<file path="config.mk">
export PLATFORM = sky130hd
export DESIGN_NAME = control_hazard_unit
export DESIGN_NICKNAME = d
export VERILOG_FILES = /design/src/rtl/control_hazard_unit.sv
export SDC_FILE = /design/constraint.sdc
export NUM_CORES = 1
export LEC_CHECK = 0
export ABC_AREA = 0
export BUFFER_PORTS_ARGS = -buffer_cell sky130_fd_sc_hd__buf_2
export CELL_PAD_IN_SITES_DETAIL_PLACEMENT = 1
export CELL_PAD_IN_SITES_GLOBAL_PLACEMENT = 1
export CORE_ASPECT_RATIO = 1.25
export CORE_UTILIZATION = 28
export DETAILED_ROUTE_END_ITERATION = 8
export GPL_TIMING_DRIVEN = 0
export PLACE_DENSITY = 0.88
export SLEW_MARGIN = 0
export SYNTH_ARGS = -nofsm -noshare
export SYNTH_HDL_FRONTEND = slang
export SYNTH_SLANG_ARGS = --single-unit
</file>
<file path="constraint.sdc">
create_clock -name clock -period 4.29 [get_ports clock]
set_input_delay 0.429 -clock clock [delete_from_list [all_inputs] [get_ports clock]]
set_output_delay 0.429 -clock clock [all_outputs]
set_load 0.01 [all_outputs]
</file>
<file path="src/rtl/control_hazard_unit.sv">
// Control and hazard unit for the five-stage RSA decryption ASIP: ID decode,
// EX operand forwarding, load-use bubbles and single-slot branch squash.
module control_hazard_unit #(
    parameter int W = 5
) (
    input  logic         clock,
    input  logic         reset,
    input  logic [2:0]   opcode,
    input  logic [1:0]   func,
    input  logic [W-1:0] ra_id,
    input  logic [W-1:0] rb_id,
    input  logic [W-1:0] rw_id,
    input  logic [W-1:0] ra_ex,
    input  logic [W-1:0] rb_ex,
    input  logic [W-1:0] rw_ex,
    input  logic [W-1:0] rw_mem,
    input  logic [W-1:0] rw_wb,
    output logic [1:0]   branch,
    output logic [1:0]   ext_sel,
    output logic         rb_sel,
    output logic         wr_en,
    output logic         opb_sel,
    output logic         alu_func,
    output logic         wd_sel,
    output logic         wm_en,
    output logic [1:0]   forward_ra,
    output logic [1:0]   forward_rb,
    output logic         stall,
    output logic         flush
);

    localparam logic [2:0] OP_ALU_REG = 3'b000;
    localparam logic [2:0] OP_ALU_IMM = 3'b001;
    localparam logic [2:0] OP_LDR     = 3'b010;
    localparam logic [2:0] OP_STR     = 3'b011;
    localparam logic [2:0] OP_B       = 3'b100;

    localparam logic [1:0] FWD_RF  = 2'b00;
    localparam logic [1:0] FWD_MEM = 2'b01;
    localparam logic [1:0] FWD_WB  = 2'b10;

    typedef enum logic {
        ST_RUN   = 1'b0,
        ST_FLUSH = 1'b1
    } state_t;

    state_t r_state;
    state_t w_state_next;

    logic r_ex_wr;
    logic r_ex_ld;
    logic r_mem_wr;
    logic r_mem_ld;
    logic r_wb_wr;

    // Raw decode of the instruction currently in ID
    logic [1:0] w_dec_branch;
    logic [1:0] w_dec_ext_sel;
    logic       w_dec_rb_sel;
    logic       w_dec_wr_en;
    logic       w_dec_opb_sel;
    logic       w_dec_alu_func;
    logic       w_dec_wd_sel;
    logic       w_dec_wm_en;
    logic       w_dec_is_ld;
    logic       w_dec_is_b;
    logic       w_use_a;
    logic       w_use_b;
    logic [W-1:0] w_src_b;

    logic w_hazard;
    logic w_stall;
    logic w_flush;
    logic w_bubble;
    logic w_issue_wr;
    logic w_issue_ld;
    logic w_issue_b;

    // func[1] is reserved; only func[0] selects ADD/SUB
    logic w_unused;
    assign w_unused = func[1];

    always_comb begin
        w_dec_branch   = 2'b11;
        w_dec_ext_sel  = 2'b11;
        w_dec_rb_sel   = 1'b0;
        w_dec_wr_en    = 1'b0;
        w_dec_opb_sel  = 1'b0;
        w_dec_alu_func = 1'b0;
        w_dec_wd_sel   = 1'b0;
        w_dec_wm_en    = 1'b0;
        w_dec_is_ld    = 1'b0;
        w_dec_is_b     = 1'b0;
        w_use_a        = 1'b0;
        w_use_b        = 1'b0;
        w_src_b        = rb_id;
        case (opcode)
            OP_ALU_REG: begin
                w_dec_wr_en    = 1'b1;
                w_dec_alu_func = func[0];
                w_use_a        = 1'b1;
                w_use_b        = 1'b1;
            end
            OP_ALU_IMM: begin
                w_dec_ext_sel  = 2'b00;
                w_dec_opb_sel  = 1'b1;
                w_dec_wr_en    = 1'b1;
                w_dec_alu_func = func[0];
                w_use_a        = 1'b1;
            end
            OP_LDR: begin
                w_dec_ext_sel  = 2'b01;
                w_dec_opb_sel  = 1'b1;
                w_dec_wr_en    = 1'b1;
                w_dec_wd_sel   = 1'b1;
                w_dec_is_ld    = 1'b1;
                w_use_a        = 1'b1;
            end
            OP_STR: begin
                // Store data is read through port B from the rw field
                w_dec_ext_sel  = 2'b01;
                w_dec_opb_sel  = 1'b1;
                w_dec_rb_sel   = 1'b1;
                w_dec_wm_en    = 1'b1;
                w_use_a        = 1'b1;
                w_use_b        = 1'b1;
                w_src_b        = rw_id;
            end
            OP_B: begin
                w_dec_branch   = 2'b00;
                w_dec_ext_sel  = 2'b10;
                w_dec_is_b     = 1'b1;
            end
            default: begin
            end
        endcase
    end

    assign w_hazard = r_ex_ld &
                      ((w_use_a && (rw_ex == ra_id)) ||
                       (w_use_b && (rw_ex == w_src_b)));

    // The stalled instruction re-decodes with the load already in MEM, so the
    // hazard cannot repeat; FLUSH overrides any stall request
    assign w_stall  = (r_state == ST_RUN) && w_hazard;
    assign w_flush  = (r_state == ST_FLUSH);
    assign w_bubble = reset | w_stall | w_flush;

    assign stall = w_stall;
    assign flush = w_flush;

    always_comb begin
        branch   = 2'b11;
        ext_sel  = 2'b11;
        rb_sel   = 1'b0;
        wr_en    = 1'b0;
        opb_sel  = 1'b0;
        alu_func = 1'b0;
        wd_sel   = 1'b0;
        wm_en    = 1'b0;
        if (!w_bubble) begin
            branch   = w_dec_branch;
            ext_sel  = w_dec_ext_sel;
            rb_sel   = w_dec_rb_sel;
            wr_en    = w_dec_wr_en;
            opb_sel  = w_dec_opb_sel;
            alu_func = w_dec_alu_func;
            wd_sel   = w_dec_wd_sel;
            wm_en    = w_dec_wm_en;
        end
    end

    assign w_issue_wr = !w_bubble && w_dec_wr_en;
    assign w_issue_ld = !w_bubble && w_dec_is_ld;
    assign w_issue_b  = !w_bubble && w_dec_is_b;

    always_comb begin
        w_state_next = r_state;
        case (r_state)
            ST_RUN:   if (w_issue_b) w_state_next = ST_FLUSH;
            ST_FLUSH: w_state_next = ST_RUN;
            default:  w_state_next = ST_RUN;
        endcase
    end

    always_ff @(posedge clock) begin
        if (reset) begin
            r_state  <= ST_RUN;
            r_ex_wr  <= 1'b0;
            r_ex_ld  <= 1'b0;
            r_mem_wr <= 1'b0;
            r_mem_ld <= 1'b0;
            r_wb_wr  <= 1'b0;
        end else begin
            r_state  <= w_state_next;
            r_ex_wr  <= w_issue_wr;
            r_ex_ld  <= w_issue_ld;
            r_mem_wr <= r_ex_wr;
            r_mem_ld <= r_ex_ld;
            r_wb_wr  <= r_mem_wr;
        end
    end

    // A load in MEM has no data yet, so it never forwards from the MEM ALU path
    logic [W-1:0] w_src_ex [2];
    logic [1:0]   w_fwd    [2];

    assign w_src_ex[0] = ra_ex;
    assign w_src_ex[1] = rb_ex;

    generate
        for (genvar gi = 0; gi < 2; gi++) begin : g_fwd
            always_comb begin
                w_fwd[gi] = FWD_RF;
                if (r_mem_wr && !r_mem_ld && (rw_mem == w_src_ex[gi])) begin
                    w_fwd[gi] = FWD_MEM;
                end else if (r_wb_wr && (rw_wb == w_src_ex[gi])) begin
                    w_fwd[gi] = FWD_WB;
                end
            end
        end
    endgenerate

    assign forward_ra = w_fwd[0];
    assign forward_rb = w_fwd[1];

endmodule

</file>
==> results.md, run 1 <==
- The total clock buffers created by CTS is 3.
- The buffer levels on the longest clock path is 2.
- The worst setup path is captured at a primary output.
- The post-detailed-route via-to-cell ratio is approximately 4.8.
- Yosys printed 0 warnings.
- In this run the worst setup path begins at opcode[2].
- The combinational family with the most area after synthesis is XOR/XNOR gates.
- After legalization and detailed placement, the total HPWL measured roughly 2.2 mm.
- The number of buffers added for setup after CTS is 0.
- The basic-gate share of the synthesized area counting and, or, nand and nor cells is 25.0%.
- The die boundary width is approximately 50 microns.
- Of all flip-flops after synthesis, the portion carrying an async set or reset was 0%.
- For the pin with the worst max-slew slack, the measured transition is roughly 0.57 ns.
- The area of the die is a little over 0.003 sq mm.
- The clock group share of total power is 25.9%.
- The predominant post-synthesis flop cell is dfxtp_1.
- For this run, the top clock speed supported by timing is about 370 MHz.
- The type of the worst min-delay path is input pin to register.
- The number of global-route vias before repair is ~1,000.
- Traced cell by cell, the critical path runs through buf_4 -> nand3b_1 -> a221oi_1 -> o2111ai_1 -> nor4_4 -> a21oi_1 -> buf_4 -> buf_2.
- The region available for standard cell placement spans about 0.0027 sq mm.
- Entering global routing, the biggest net connects 11 pins.
- The vertical extent of the die is between 60 and 70 microns.
- The total overflow reported by the global router is 0.
- The buffer cell driving the clock tree root is clkbuf_4.
- The mux share of post-synthesis cell area is ~5.3%.
- The final net count is around 210.
- The data arrival time of the worst path is approximately 2.3 ns.
- The post-cts gate resize count is 0.
- The clock latency reported for the late side of the worst-skew pair is ~0.24 ns.
- The detail route stage leaves a number of antenna-violating nets equal to 0.
- The startpoint of the worst-slack reg-to-reg timing path is r_ex_ld.
- The max-cap check violation count is 0.
- The TritonCTS clock tree is yes.
- The pre-antenna-repair detailed-routing pass consisted of 4 iterations.
- The launch instance of the worst min-delay path is reset.
- The cell area that synthesis handed to floorplanning was 805 sq um.
- After routing, the total negative slack on setup checks comes to 0 ns.
- Synthesis handed over a netlist of 97 instances.
- The final antenna diode count is 0.
- The synthesized area per cell is a little over 8 sq um.
- The clock arrives with roughly 0.0019 ns of skew.
- The complex-gate fraction of the synthesized area is a little over an eighth.
- The final-report max-slew violation count was 0.
- The share of total power dissipated in combinational logic is between 40% and 50%.
- At the end of routability-driven placement, the weighted congestion stood at 0.691.
- The number of hold violations in the final report is 0.
- The switching power of the nets is between 0.00006 and 0.00007 W.
- When the netlist entered floorplanning its net count stood at approximately 140.
- The number of cell rows is 21.
- The number of enable-type register cells in the synthesized netlist is 0.
- After layout, the worst path uses a little over three fifths of the clock period.
- In this design, the critical path's most frequently occurring cell is buf_4.
- The level count of the clock H-tree is 1.
- The starting utilization of the core area is between 20% and 30%.
- The worst path in the final design needs a cycle of roughly 2.7 ns, including I/O delays and setup.
- The area share of the largest cell type after synthesis is between 10% and 20%.
- Final hold analysis gives a worst-case slack of 0.422 ns.
- After detailed routing, the number of remaining DRC violations is 0.
- The biggest cell delay along the critical path is approximately 0.52 ns.
- The run finished with clean final reports.
- Of the synthesized area, sequential elements account for between 10% and 20%.
- The worst slack after detailed placement is 1.61 ns.
- In this run the tool buffered the top-level ports with 58 buffer cells.
- The post-synthesis adder-cell area fraction is 0%.
- The total global routing track utilization is roughly 17%.
- The startpoint type of the worst setup path is an input pin.
- Measured against its own limit, the worst slew margin works out to 62.0%.
- After detailed routing, the average wire length per cell comes to 13.0 microns.
- The total detailed-routing wirelength is 2.50 mm.
- After clock tree synthesis, the clock-pin slew on the worst setup and hold paths is approximately 0.040 ns.
- The synthesis-to-layout area growth is 44.2%.
- The worst ir drop on vdd is between 0.00007 and 0.00008 V.
- The first global-routing pass estimated approximately 4.0 mm of wire.
- The number of flip-flops and latches in the synthesized netlist is 6.
- The maximum fanout count along the critical path is 9.
- After the first detailed-routing iteration, the DRC count stood at 16.
- Of the total synthesized cell area, the portion taken by XOR and XNOR cells is about a third.
- For the worst setup path, the data required time is between 3 and 4 ns.
- The ratio of cells with drive above 1 in the final layout is between 40% and 50%.
- The synthesized design spends more area on one cell type than any other, namely xor2_1.
- Setup repair after global routing left no endpoint under its margin.
- The number of buffers inserted for hold repair after clock tree synthesis is 0.
- Cell internal power was estimated by the tool at roughly 0.00013 W.
- The I/O pin count is 63.
- The leakage component of the power is around 0.56 nW.
- Setup violations remaining at the end of the flow were counted as 0.
- The total via count after detailed routing is approximately 930.
- The initial antenna violation count was 0.
- The power per cell area is about 170 mW/mm^2.
- The final critical-path setup slack is about 1.6 ns.
- The switching portion of total power is about a third.
- On the critical path, the stage with the largest delay is an instance of nor4_4.
- The register share of total power is about 30%.
- The worst setup path is of the input pin to primary output kind.
- Counting every sink on the clock net gives 6.
- By area the synthesized netlist is led by xor2_1 17%, xnor2_1 15%, dfxtp_1 15%.
- The unique cell type count in the Yosys netlist is 35.
-- synth_stat cells, types with 3 or more instances --
| cell type | instances |
|---|---|
| a21oi_1 | 4 |
| buf_4 | 3 |
| dfxtp_1 | 6 |
| inv_1 | 5 |
| nand2_1 | 4 |
| nor2_1 | 6 |
| nor2b_1 | 3 |
| nor4_1 | 3 |
| xnor2_1 | 14 |
| xor2_1 | 16 |
-- state kept, by name, indices dropped and copies added, names as in the netlist --
| signal | cells |
|---|---|
| flush | 1 |
| r_ex_ld | 1 |
| r_ex_wr | 1 |
| r_mem_ld | 1 |
| r_mem_wr | 1 |
| r_wb_wr | 1 |
-- final timing paths --
path,depth (start not counted),end,slack (ns)
worst max-delay path,8,wm_en,1.60
worst min-delay path,2,r_mem_ld,0.42
worst max register to register,4,r_ex_ld,2.74
worst min register to register,1,r_mem_wr,0.45
-- cell families after synthesis --
family	after synthesis
AO/OA/AOI/OAI	13
XOR/XNOR	30
buffers and inverters	12
flip-flops	6
multiplexers	3
AND/OR/NAND/NOR	33
-- metal layers --
| metal | routed length [microns] | up-vias | share of wire [%] | global-route usage, % |
|---|---|---|---|---|
| met5 | 0 | - | 0 | 0 |
| li1 | - | 458 | - | - |
| met2 | 1400 | 56 | 56 | 39.2 |
| met3 | 198 | 2 | 7.9 | 2.92 |
| met4 | 18 | 0 | 0.72 | 4.90 |
| met1 | 875 | 411 | 35 | 14.7 |
-- cell type report --
class	instances	area [sq um]
sequential	6	120
timing repair buffer	58	290
buffer	7	53.8
clock buffer	3	22.5
tap	34	42.5
multi-input combinational	79	612
inverter	5	18.8
fill	356	1550
-- power groups by stage --
stage | Combinational [W] | Sequential (W) | Clock (W)
floorplan | 0.0000479 | 0.0000593 | 0
detailed placement | 0.0000875 | 0.0000595 | 0
global route | 0.0000958 | 0.0000586 | 0.0000559
finish | 0.0000879 | 0.0000585 | 0.0000512
CTS | 0.0000881 | 0.0000585 | 0.0000540
global placement | 0.0000832 | 0.0000593 | 0
-- critical path, delay by kind of cell --
family                 cells  cell delay, ns
AO/OA/AOI/OAI              3            0.67
buffers and inverters      3            0.41
AND/OR/NAND/NOR            2            0.74
-- placed cells by master (no fill, tap or decap), drive strengths merged, types with 2 or more instances in the layout --
| master | synthesis | routed |
|---|---|---|
| a2111oi | 2 | 2 |
| a211o | 2 | 2 |
| a21oi | 4 | 4 |
| buf | 6 | 64 |
| clkbuf | 1 | 4 |
| dfxtp | 6 | 6 |
| inv | 5 | 5 |
| mux2i | 3 | 3 |
| nand2 | 4 | 4 |
| nand2b | 2 | 2 |
| nand3 | 2 | 2 |
| nand4 | 2 | 2 |
| nor2 | 6 | 6 |
| nor2b | 3 | 3 |
| nor3 | 2 | 2 |
| nor3b | 2 | 2 |
| nor4 | 4 | 4 |
| xnor2 | 14 | 14 |
| xor2 | 16 | 16 |
-- per-stage QoR --
stage	area, sq um	total power (W)	cells	utilization (%)
floorplan	805	0.000107	97	-
global placement	1140	0.000143	189	42.0
detailed placement	1140	0.000147	189	42.0
CTS	1160	0.000201	192	42.9
global route	1160	0.000210	192	42.9
finish	1160	0.000198	192	42.9
No activity file was read; power rests on OpenSTA's default activity.
==> run 2: changes to the inputs <==
- ABC_AREA: 0 -> 1
- CORE_UTILIZATION: 28 -> 22
- PLACE_DENSITY: 0.88 -> 0.79
- clock period: 4.29 -> 2.22 ns (I/O delays scaled with it)
==> results.md, run 2 <==
- The post-cts gate resize count is 0 (unchanged).
- The total via count after detailed routing was 1,145 (+24%).
- The DRC violation count after routing is 6 (+6).
- STA classifies the critical path endpoint as a primary output.
- The total clock buffers created by CTS is 3 (unchanged).
- The final-report max-slew violation count is 0 (unchanged).
- The period utilization is 88.7%.
- The worst clock skew is 0.000173 ns (-0.00171 ns).
- The final reports fail on design-rule violations.
- The run finished, with violations left.
- The number of buffers added for setup after CTS came to 0 (unchanged).
- After synthesis, the most frequently instantiated cells are 31 x nand2_1, 25 x nor2_1, 23 x inv_1.
- The final standard cell utilization of the core is 34.4% (-8.5 points).
- The met1 demand-to-capacity share in global routing is 15.1% (+0.38 points).
- The final setup violation count was 0 (unchanged).
- The number of hold violations in the final report is 0 (unchanged).
- The synthesized cell area was 843 sq um (+4.8%).
- The synthesized area per cell is 5.70 sq um (-31%).
- The sequential share of the synthesized area is 14.2% (-0.69 points).
- The startpoint identified for the worst hold timing path is reset.
- The wire length of the first global-routing pass is 4.97 mm (+23%).
- The number of standard cells in the final layout excluding fillers is 249 (+30%).
- The number of cell rows is 24 (+14%).
- The floorplan core area is 0.00357 sq mm (+32%).
- The largest net degree at the start of global routing is 11 (unchanged).
- The initial antenna violation count is 0 (unchanged).
- The total overflow reported by the global router was 0 (unchanged).
- The remaining number of nets flagged by the antenna check after routing is 0 (unchanged).
- The worst ir drop on vdd is 0.000147 V (+110%).
- The final net count is 259 (+25%).
- The final critical-path setup slack was 0.252 ns (-1.35 ns).
- TritonCTS built the clock tree.
- The count of buffers inserted at the top-level ports is 59 (+1.7%).
- The area share of the largest cell type after synthesis came to 14.2% (-3.2 points).
- The final-layout fill cell count is 511 (+44%).
- The final weighted congestion of routability-driven global placement came to 0.846 (+22%).
- The I/O pin count is 63 (unchanged).
- The die boundary width is 57.4 microns (+15%).
- The number of sinks on the clock net is 6 (unchanged).
- The estimated wirelength of the detail-placed design is 2.55 mm (+18%).
- The data arrival time of the worst path is 1.75 ns (-0.51 ns).
- In the synthesized netlist the dominant register cell turns out to be dfxtp_1.
- The cell with the most instances after synthesis is nand2_1.
- The fraction of met3 tracks used by global routing is 4.33% (+1.4 points).
- The synthesis-to-layout area growth is 45.7%.
- Ranked by total cell area, the synthesized netlist is headed by dfxtp_1 14%, nand2_1 14%, xor2_1 11%.
- In this run the worst setup path begins at opcode[2].
- The vertical extent of the die is 71.2 microns (+15%).
- The buffer levels on the longest clock path is 2 (unchanged).
- The met2 layer usage reported by global route is 30.0% (-9.2 points).
- The worst setup path is launched from an input pin.
- The power per cell area was 361 mW/mm^2 (+110%).
- The class of the most critical setup path is input pin to primary output.
- The achievable frequency is just over 500 MHz.
- The data required time of the worst path is 2.00 ns (-1.86 ns).
- The leakage component of the power is 0.712 nW (+27%).
- The ratio of cells with drive above 1 in the final layout is 35.2% (-9.1 points).
- The number of enable-type register cells in the synthesized netlist is 0 (unchanged).
- The routed design could run at a clock period as short as around 2.0 ns.
- The actual slew at the worst max-slew pin is 0.435 ns (-0.131 ns).
- The level count of the clock H-tree was 1 (unchanged).
- The worst slack after detailed placement was 0.229 ns (-1.38 ns).
- Setup repair after global routing left no endpoint under its margin.
- The number of flip-flops and latches in the synthesized netlist is 6 (unchanged).
- The gate count after technology mapping is 148 (+53%).
- In the layout the commonest cells are 59 x buf_2, 31 x nand2_1, 25 x nor2_1.
- The startpoint of the worst-slack reg-to-reg timing path is flush.
- Leaving out fill and tap cells, the most frequent cell in the layout is buf_2.
- The net count after synthesis is 195 (+35%).
- The detailed-routing iteration count for the pre-antenna-repair pass is 6 (+2).
- The starting utilization of the core area is 23.6% (-6.1 points).
- The DRC violation total after the first TritonRoute iteration was 39 (+23).
- The global-route layer with the greatest usage is met2.
- The clock slew at the register clock pins of the worst setup and hold paths is 0.04 ns (about the same).
- The post-detailed-route via-to-cell ratio came to 4.60 (-4.8%).
- The type of the worst min-delay path is input pin to register.
- The total detailed-routing wirelength is 2.85 mm (+14%).
- The maximum fanout count along the critical path is 9 (unchanged).
- The total number of yosys warnings is 0 (unchanged).
- The final routed wire length divided by cell count is 11.4 microns (-12%).
- The max-cap check violation count is 0 (unchanged).
- The number of global-route vias before repair was 1,229 (+22%).
- The area of the die came to 0.00409 sq mm (+32%).
- The fraction of registers with async set or reset after synthesis is 0% (unchanged).
- The unique cell type count in the Yosys netlist is 19 (-46%).
- The biggest area contributor in the post-synthesis netlist is dfxtp_1.
- The buffer cell driving the clock tree root is clkbuf_8.
- The clock latency reported for the late side of the worst-skew pair is 0.22 ns (-0.02 ns).
- The total global routing track utilization is 15.1% (-2.0 points).
- The relative slew slack is 70.7% (+8.7 points).
- The final-layout setup total negative slack came to 0 ns (unchanged).
- The final antenna diode count came to 0 (unchanged).
- The total design power is 0.000443 W (+120%).
- The number of buffers inserted for hold repair after clock tree synthesis was 0 (unchanged).
- The cell total after placement came to 246 (+30%).
==> run 2: changes by cell type after synthesis, moves of 3 or more <==
cell,change
xor2_1,-5
xnor2_1,-11
nand4_1,+5
nand3_1,+10
nand2_1,+27
nor2b_1,-3
inv_1,+18
o22ai_1,+3
nor2_1,+19
o21ai_0,+4
a21oi_1,+4
==> run 2: worst paths after layout <==
path | end | slack, ns | depth (start not counted)
max | wm_en | 0.25 | 15
min | r_mem_ld | 0.20 | 2
max reg2reg | r_ex_ld | 1.31 | 3
min reg2reg | r_mem_wr | 0.40 | 2
==> run 2: layout make-up <==
class | count | area [sq um] | area share, %
Buffer | 4 | 33.8 | 2.75
Clock buffer | 3 | 41.3 | 3.36
Inverter | 24 | 90.1 | 7.33
Multi-Input combinational cell | 114 | 599 | 48.8
Sequential cell | 6 | 120 | 9.78
Tap cell | 39 | 48.8 | 3.97
Timing Repair Buffer | 59 | 295 | 24.0
==> run 2: kinds of logic (layout without fill, tap and decap cells) <==
family	count (synthesis)	after routing	share of synthesized area (%)
and+or+nand+nor	85	85	47.2
AOI/OAI and AO/OA	15	15	9.35
buffers and inverters	28	90	14.7
DFF	6	6	14.2
xor gates and xnor gates	14	14	14.5
==> run 2: per-stage QoR <==
| step | hold slack, ns | cell area (sq um) |
|---|---|---|
| finish | 0.204 | 1230 |
| global route | 0.216 | 1230 |
| CTS | 0.205 | 1230 |
| detailed placement | 0.403 | 1190 |
| global placement | 0.393 | 1190 |
| floorplan | 0.293 | 843 |
==> run 2: report_power, final <==
part           internal (W)  leakage (nW)  total (W)  switching (W)
Combinational     0.0000757         0.641   0.000170      0.0000947
Clock              0.000116        0.0216   0.000159      0.0000432
Sequential         0.000112        0.0489   0.000113     0.00000149
==> run 2: worst max-delay path, cell delays in order <==
cell,delay (ns)
buf_2,0.14
inv_2,0.14
nand3_4,0.14
nand2_1,0.12
nand2_1,0.05
nand2_1,0.05
nand2_1,0.05
nor2_1,0.12
nand3_1,0.11
nand2_2,0.10
nand2_4,0.08
nand2_4,0.10
nor2_1,0.06
buf_4,0.12
buf_2,0.13
==> run 2: layer usage <==
metal | share of wire (%) | routed length [microns]
met1 | 39 | 1110
met2 | 52 | 1480
met3 | 8.4 | 238
met4 | 0.67 | 19
met5 | 0 | 0
